--- config.mk ---
export PLATFORM = sky130hd
export DESIGN_NAME = seq_normalizer
export DESIGN_NICKNAME = d
export VERILOG_FILES = /design/src/rtl/seq_normalizer.sv
export SDC_FILE = /design/constraint.sdc
export NUM_CORES = 1
export LEC_CHECK = 0
export CORE_ASPECT_RATIO = 0.9
export CORE_MARGIN = 10
export CORE_UTILIZATION = 56
export DETAILED_ROUTE_END_ITERATION = 8
export PLACE_DENSITY = 0.84
export SLEW_MARGIN = 30
export SYNTH_ARGS = -nofsm -noshare
export SYNTH_HDL_FRONTEND = slang
export SYNTH_SLANG_ARGS = --single-unit
--- constraint.sdc ---
create_clock -name clk -period 3.6 [get_ports clk]
set_clock_uncertainty 0.1 [all_clocks]
set_input_delay 0.36 -clock clk [delete_from_list [all_inputs] [get_ports clk]]
set_output_delay 0.36 -clock clk [all_outputs]
set_load 0.1 [all_outputs]
--- src/rtl/seq_normalizer.sv ---
// Iterative left-normalizer: finds the leading-zero count of a WIDTH-bit operand
// one left shift per cycle, returning the normalized word and its shift amount.
module seq_normalizer #(
  parameter int WIDTH   = 16,
  parameter int SHAMT_W = 4
) (
  input  logic               clk,
  input  logic               rst,
  input  logic               start,
  input  logic [WIDTH-1:0]   data,
  output logic               busy,
  output logic               done,
  output logic [WIDTH-1:0]   out,
  output logic [SHAMT_W-1:0] shamt,
  output logic               zero
);

  localparam logic [1:0] S_IDLE  = 2'd0;
  localparam logic [1:0] S_SHIFT = 2'd1;
  localparam logic [1:0] S_DONE  = 2'd2;

  logic [1:0]         state;
  logic [WIDTH-1:0]   work;
  logic [SHAMT_W-1:0] count;

  always_ff @(posedge clk) begin
    if (rst) begin
      state <= S_IDLE;
      work  <= '0;
      count <= '0;
      busy  <= 1'b0;
      done  <= 1'b0;
      out   <= '0;
      shamt <= '0;
      zero  <= 1'b0;
    end else begin
      done <= 1'b0;
      case (state)
        // DONE accepts a new request exactly like IDLE, so back-to-back has no bubble
        S_IDLE, S_DONE: begin
          if (start) begin
            if (data == '0) begin
              state <= S_DONE;
              done  <= 1'b1;
              out   <= '0;
              shamt <= '0;
              zero  <= 1'b1;
            end else begin
              state <= S_SHIFT;
              work  <= data;
              count <= '0;
              zero  <= 1'b0;
              busy  <= 1'b1;
            end
          end else begin
            state <= S_IDLE;
          end
        end
        S_SHIFT: begin
          if (work[WIDTH-1]) begin
            state <= S_DONE;
            out   <= work;
            shamt <= count;
            busy  <= 1'b0;
            done  <= 1'b1;
          end else begin
            work  <= {work[WIDTH-2:0], 1'b0};
            count <= count + SHAMT_W'(1);
          end
        end
        default: begin
          state <= S_IDLE;
          busy  <= 1'b0;
        end
      endcase
    end
  end

endmodule

==> metrics.txt, run 1 <==
Clk pwr share 0.274; CTS tree built; Post-CTS Setup Bufs 0; Initial DRC Count 142; final setup fails 0; gp weighted congestion 0.815; clock sinks 45; Rows 22; Worst path max stage delay 0.82 ns; synth-to-layout area growth 20.8%; largest net degree at the start of global routing 62; CTS H-tree lvls 2; Synth warnings 0; placed instance count 314; worst slack, placed 1.04 ns; Yosys cell types 35; most common flop cell mapped by yosys dfxtp_1; Critical Path AT 2.61 ns; grt total ovfl 0; count leader, synth dfxtp_1; sequential fraction of design power 0.510; asr flop ratio synth 0; power share of the combinational group 0.215; initial antenna violation count 0; worst-path cell chain nor2b_1 -> and2_1 -> a22oi_1 -> a21oi_1; kind of critical path flop to flop; number of synthesized register bits 45; # IOs 42; Critical R2R Capture out[6]; min Tclk post-route 2.48 ns; post-cts resize count 0; layout cells sized above 1 0.117; period utilization 0.689; post-route ant nets 0; Setup crit start kind flop; PortBufs 41; Cells after Synth 243; non-filler cells, final 322; hold depth 2; Die Y 81.0 um; first-pass iteration count of the detailed router 4; maximum clock insertion buffer count 2; RSZ-0062 raised after global routing no; CTS Hold Bufs 0; Slew Viols, Final 0; Max Cap Viol 0; core area 4050 um2; Max Clock Freq 403 MHz; Switching Share 0.304; TNS Setup 0 ns; worst IR drop on VDD 0.279 mV; total die area 7120 um2; Slew @ Worst Pin 0.980 ns; CP Data Required Time 3.73 ns; Net Count, Synth 263; PnR Total Power 1090 uW; Core Util, Final 0.692; via-per-instance ratio 6.20; number of global-route vias before repair 2018; Leak Pwr 0.000937 uW; crit end category flop; number of remaining DRC errors 0; final WL 5760 um; number of diodes 0; sequential cell area 901 um2; worst-path fanout max 20; run status completed; Clk pin slew, worst setup/hold paths 0.08 ns; Post-DP HPWL 3750 um; Hold Path Class flop to flop; Post-Syn Area 2320 um2; Synth top cells by count dfxtp_1 (45), a21oi_1 (40), o211ai_1 (20), a22oi_1 (19); clock latency on the worst-skew pair 0.30 ns; r2r startpoint state[0]; starting density of the core 0.573; top post-synthesis cells by area dfxtp_1 (39%), a21oi_1 (8.6%), o211ai_1 (6.5%); area of the multi-input gates 1300 um2; Seq/Total Area, Yosys 0.389; die width 87.8 um; net switching power 331 uW; top-area cell type share of the netlist area 0.389; All-Layer GR Usage 0.166; DR vias 1996; Post-synth EDFFs 0; Worst Setup SP state[0]; HP Start work[0]; fill cell count 322; r2r setup slk 1.12 ns; DR WL/cell 17.9 um; Layout Nets 293; leading area contributor after synthesis dfxtp_1; CTS Buf Count 5; Synth Area per Inst 9.54 um2; pwr dens 389 nW/um2; Final Hold Fails 0; CTS Root Buffer Type clkbuf_8; CP max stage cell dfxtp_1; WHS Endpoint work[0]; internal power 758 uW; worst setup margin 1.12 ns; max_slew headroom 0.344; r2r worst-path depth 4; first-pass GRT wire length 9750 um
## cell families after synthesis
logic type	Yosys count	share of synthesized area
fa+ha+maj	1	0.00540
compound gates	90	0.254
simple gates	65	0.212
flops	45	0.389
mux	16	0.0912
buf+inv	26	0.0491
## power groups by stage
stage	combinational, uW	sequential, uW	clock [uW]
floorplan	138	591	0
global placement	230	566	0
detailed placement	234	566	0
CTS	234	555	303
global route	251	560	325
finish	234	556	299
## worst max path at each step
stage                     to  slack (ns)  depth (start not counted)
floorplan           work[10]        1.79                          5
global placement     work[2]        1.10                          5
detailed placement   work[4]        1.04                          5
CTS                   out[4]        1.13                          4
global route          out[6]        0.94                          4
finish                out[6]        1.12                          4
## routing by layer
layer | track usage | part of all wire
met1 | 0.208 | 0.44
met2 | 0.275 | 0.49
met3 | 0.0390 | 0.062
met4 | 0.0557 | 0.013
met5 | 0 | 0
## cell usage in the layout, fill, tap and decap left out
cell and n:
dfxtp_1 45, a21oi_1 40, clkdlybuf4s50_1 40, o211ai_1 20
a22oi_1 19, nor2_1 17, nor2b_1 16, nor4bb_1 14
mux2_4 9, buf_4 6, nand2b_1 5, mux2_2 5
clkbuf_8 5, nor4_4 4, inv_1 3, a211oi_1 3
clkbuf_1 3, nand3b_1 2, mux2i_1 2, nor3_1 2
nand4_4 1, nor2_2 1, o22a_1 1, a31oi_1 1
and2_1 1, o22ai_1 1, o22ai_4 1, o21a_1 1
a221oi_1 1, a311oi_1 1, nand3_1 1, nor4_1 1
o21bai_1 1, ha_1 1
## through the flow
stage	hold slack (ns)	area, um2
global placement	0.362	2720
detailed placement	0.383	2720
CTS	0.393	2800
finish	0.392	2800
floorplan	0.357	2320
global route	0.425	2800
## state kept, by name, indices dropped and copies added, names as in the netlist
signal and flops:
state 2, busy 1, shamt 4, out 16
done 1, zero 1, work 16, count 4
## area by class of cell
cell class | instances | area share
sequential | 45 | 0.322
timing repair buffer | 46 | 0.159
multi-input combinational | 172 | 0.465
clock buffer | 8 | 0.0286
tap | 48 | 0.0214
inverter | 3 | 0.00402
## worst max-delay path, delay by kind of cell (launching register included)
family / cells / cell delay [ns]
AOI/OAI and AO/OA: 2 / 0.40
DFF: 1 / 0.82
and+or+nand+nor: 2 / 1.09
Power figures use the tool's default switching activity.
==> run 2: changes to the inputs <==
CORE_UTILIZATION = 52   (was 56)
PLACE_DENSITY = 0.79   (was 0.84)
clock period = 2.55 ns   (was 3.6 ns; I/O delays follow)
==> metrics.txt, run 2 (synthesis gave the netlist of run 1 again) <==
final WL 5760 um (+0.12%); RSZ-0062 raised after global routing no; non-filler cells, final 341 (+5.9%); worst setup margin 0.540 ns (-0.578 ns); worst slack, placed 0.313 ns (-0.728 ns); net switching power 480 uW (+45%); PnR Total Power 1550 uW (+42%); total die area 7530 um2 (+5.8%); Slew Viols, Final 0 (unchanged); commonest non-fill, non-tap cell in the layout dfxtp_1; Worst Hold Margin 0.395 ns (+0.00316 ns); clock latency on the worst-skew pair 0.30 ns (about the same); crit end category flop; first-pass iteration count of the detailed router 4 (unchanged); post-route ant nets 0 (unchanged); Critical Path AT 2.07 ns (-0.54 ns); CP Data Required Time 2.61 ns (-1.12 ns); Max Clock Freq 497 MHz (+23%); Switching Share 0.310 (+0.00589); Post-DP HPWL 3950 um (+5.3%); internal power 1070 uW (+41%); number of diodes 0 (unchanged); number of global-route vias before repair 1892 (-6.2%); Post-CTS Setup Bufs 0 (unchanged); fill cell count 352 (+9.3%); maximum clock insertion buffer count 2 (unchanged); CTS Hold Bufs 0 (unchanged); layout cells sized above 1 0.228 (+0.111); clock sinks 45 (unchanged); die width 90.4 um (+2.9%); Leak Pwr 0.00102 uW (+9.2%); TNS Setup 0 ns (unchanged); CTS H-tree lvls 2 (unchanged); synth-to-layout area growth 21.3%; Clk pin slew, worst setup/hold paths 0.08 ns (about the same); Hold Path Class flop to flop; Die Y 83.3 um (+2.8%); max_slew headroom 0.486 (+0.142); Initial DRC Count 173 (+22%); number of remaining DRC errors 0 (unchanged); DR vias 2018 (+1.1%); Layout Nets 300 (+2.4%); # IOs 42 (unchanged); grt total ovfl 0 (unchanged); period utilization 0.788 (+0.0989); pwr dens 552 nW/um2 (+42%); worst IR drop on VDD 0.429 mV (+54%); Rows 22 (unchanged); initial antenna violation count 0 (unchanged); Slew @ Worst Pin 0.771 ns (-0.210 ns); via-per-instance ratio 5.92 (-4.5%); kind of critical path flop to flop; Max Cap Viol 0 (unchanged); core area 4180 um2 (+3.4%); DR WL/cell 16.9 um (-5.5%); first-pass GRT wire length 9580 um (-1.8%); Setup crit start kind flop; sequential fraction of design power 0.499 (-0.011); Final Hold Fails 0 (unchanged); worst-path fanout max 39 (+95%); All-Layer GR Usage 0.152 (-0.0148); final setup fails 0 (unchanged); CTS tree built; power share of the combinational group 0.224 (+0.009); starting density of the core 0.554 (-0.0188); post-cts resize count 0 (unchanged); placed instance count 333 (+6.1%); PortBufs 41 (unchanged); biggest regs out (16), work (16); CTS Root Buffer Type clkbuf_8; CTS Buf Count 5 (unchanged); gp weighted congestion 0.852 (+4.6%); run status completed; largest net degree at the start of global routing 45 (-27%); min Tclk post-route 2.01 ns (-0.472 ns); Clk pwr share 0.277 (+0.003); leading cell types in the layout, fill and taps excluded dfxtp_1 (45), a21oi_1 (40), buf_4 (35), o211ai_1 (20), a22oi_1 (19)
run 2: worst paths after layout:
| path | cells after the start | slack (ns) | from | to |
|---|---|---|---|---|
| max | 6 | 0.54 | state[1] | out[7] |
| min | 2 | 0.40 | zero | zero |
| max reg2reg | 6 | 0.54 | state[1] | out[7] |
| min reg2reg | 2 | 0.40 | zero | zero |
run 2: per-layer routing:
layer | part of all wire | track usage
met1 | 0.47 | 0.194
met2 | 0.46 | 0.234
met3 | 0.053 | 0.0441
met4 | 0.021 | 0.0575
met5 | 0 | 0
run 2: final cells by class:
type,count,area [um2],share of cell area
Multi-Input combinational cell,172,1300,0.464
Inverter,3,11.3,0.00401
Tap cell,60,75.1,0.0267
Clock buffer,6,72.6,0.0258
Clock inverter,2,10.0,0.00356
Timing Repair Buffer,53,438,0.156
Sequential cell,45,901,0.320
run 2: power groups by stage:
stage | Combinational [uW] | Sequential [uW] | Clock, uW
after floorplan | 195 | 835 | 0
after global placement | 343 | 788 | 0
after detailed placement | 346 | 789 | 0
after CTS | 347 | 773 | 445
after global routing | 372 | 780 | 471
final | 347 | 774 | 430
run 2: worst max-delay path, stage by stage, from the launching register on:
cell and delay [ns]:
dfxtp_1 0.52, nand2b_1 0.20, buf_4 0.39, o22ai_1 0.15, buf_4 0.24, a22oi_1 0.17, a21oi_1 0.09
run 2: through the flow:
stage | utilization | area, um2
detailed placement | 0.652 | 2730
global placement | 0.652 | 2730
floorplan | - | 2320
finish | 0.672 | 2810
CTS | 0.672 | 2810
global route | 0.672 | 2810
==> run 3: changes to the inputs <==
clock period = 2 ns   (was 2.55 ns; I/O delays follow)
==> metrics.txt, run 3 (synthesis gave the netlist of run 1 again) <==
run status completed; RSZ-0062 raised after global routing no; CTS Buf Count 5 (unchanged); starting density of the core 0.554 (unchanged); CP max stage cell dfxtp_1; period utilization 0.917 (+0.129); number of diodes 0 (unchanged); Leak Pwr 0.00114 uW (+11%); worst IR drop on VDD 0.507 mV (+18%); clock sinks 45 (unchanged); kind of critical path flop to flop; die width 90.4 um (unchanged); CTS H-tree lvls 2 (unchanged); maximum clock insertion buffer count 2 (unchanged); Core Util, Final 0.719 (+0.0475); Slew @ Worst Pin 0.421 ns (-0.350 ns); Worst path max stage delay 0.41 ns (-0.11 ns); CTS tree built; biggest regs out (16), work (16); # IOs 42 (unchanged); largest net degree at the start of global routing 42 (-6.7%); leading cell types in the layout, fill and taps excluded buf_4 (52), dfxtp_1 (45), a21oi_1 (40), o211ai_1 (20), a22oi_1 (19); met3 Use GR 0.0405 (-0.00360); synth-to-layout area growth 29.8%; layout cells sized above 1 0.278 (+0.0498); post-cts resize count 0 (unchanged); All-Layer GR Usage 0.160 (+0.00835); Die Y 83.3 um (unchanged); Initial DRC Count 109 (-37%); first-pass iteration count of the detailed router 6 (+2); commonest non-fill, non-tap cell in the layout buf_4; DR WL/cell 16.9 um (+0.19%); PortBufs 41 (unchanged); pwr dens 758 nW/um2 (+37%); final WL 6080 um (+5.5%); gr busiest metal met2; clock latency on the worst-skew pair 0.30 ns (about the same); met1 Usage GRT 0.207 (+0.0125); post-route ant nets 0 (unchanged); grt total ovfl 0 (unchanged); Rows 22 (unchanged); worst-path cell chain nand2b_1 -> buf_4 -> o22ai_1 -> buf_4 -> a22oi_1 -> a21oi_1; crit end category flop; core area 4180 um2 (unchanged); CTS Root Buffer Type clkbuf_8; gp weighted congestion 0.783 (-8.1%); TNS Setup 0 ns (unchanged); min Tclk post-route 1.83 ns (-0.177 ns); first-pass GRT wire length 10300 um (+8.0%); max_slew headroom 0.719 (+0.233); met2 Use GR 0.250 (+0.0164); number of global-route vias before repair 2084 (+10%); Final Hold Fails 0 (unchanged); Post-DP HPWL 4180 um (+5.9%); Most common cell on crit path buf_4; CP Data Required Time 2.09 ns (-0.52 ns); Hold Path Class input port to flop; Slew Viols, Final 0 (unchanged); worst-path fanout max 39 (unchanged); Critical Path AT 1.92 ns (-0.15 ns); Setup crit start kind flop; Layout Nets 318 (+6.0%); Worst Hold Margin 0.0842 ns (-0.311 ns); Clk pin slew, worst setup/hold paths 0.08 ns (about the same); Max Clock Freq 545 MHz (+9.6%); CTS Hold Bufs 0 (unchanged); via-per-instance ratio 5.77 (-2.6%); total die area 7530 um2 (unchanged); initial antenna violation count 0 (unchanged); Post-CTS Setup Bufs 0 (unchanged); number of remaining DRC errors 0 (unchanged); Max Cap Viol 0 (unchanged); final setup fails 0 (unchanged); DR vias 2070 (+2.6%)
[run 3: cell types whose count changed in the layout (fill, tap and decap cells not counted)]
| cell | before | now |
|---|---|---|
| clkbuf_1 | 1 | 0 |
| buf_4 | 35 | 52 |
| buf_12 | 0 | 1 |
| bufinv_16 | 0 | 2 |
| clkinv_2 | 2 | 1 |
[run 3: metal layers]
metal,vias to the layer above,share of wire
met5,-,0
met4,0,0.012
met3,8,0.051
met2,56,0.47
met1,977,0.46
li1,1029,-
[run 3: layout make-up]
class                           instances  area (um2)
Clock buffer                            5        68.8
Clock inverter                          3        65.1
Fill cell                             333        1170
Inverter                                3        11.3
Multi-Input combinational cell        172        1300
Sequential cell                        45         901
Tap cell                               60        75.1
Timing Repair Buffer                   71         586
[run 3: worst max-delay path, delay by kind of cell, from the launching register on]
| family | cells | cell delay [ns] |
|---|---|---|
| flip-flops | 1 | 0.41 |
| buffers and inverters | 2 | 0.63 |
| AO/OA/AOI/OAI | 3 | 0.44 |
| AND/OR/NAND/NOR | 1 | 0.15 |
[run 3: report_power, final]
group,internal (uW),switching [uW]
combinational,212,281
sequential,942,36.9
clock,496,314
[run 3: worst paths after layout]
path                            slack, ns  cells past startpoint     end      from
worst max register to register       0.17                      6  out[3]  state[0]
worst min-delay path                 0.08                      2  out[6]       rst
worst min register to register       0.39                      2    zero      zero
worst max-delay path                 0.17                      6  out[3]  state[0]
[run 3: stage by stage]
step / power, uW / worst slack, ns / area [um2] / std cells
2_1_floorplan: 1310 / 0.353 / 2320 / 243
3_3_place_gp: 1480 / -0.100 / 2880 / 351
3_5_place_dp: 1490 / -0.145 / 2880 / 351
4_1_cts: 2290 / 0.166 / 3010 / 359
5_1_grt: 2380 / 0.0145 / 3010 / 359
6_report: 2280 / 0.166 / 3010 / 359
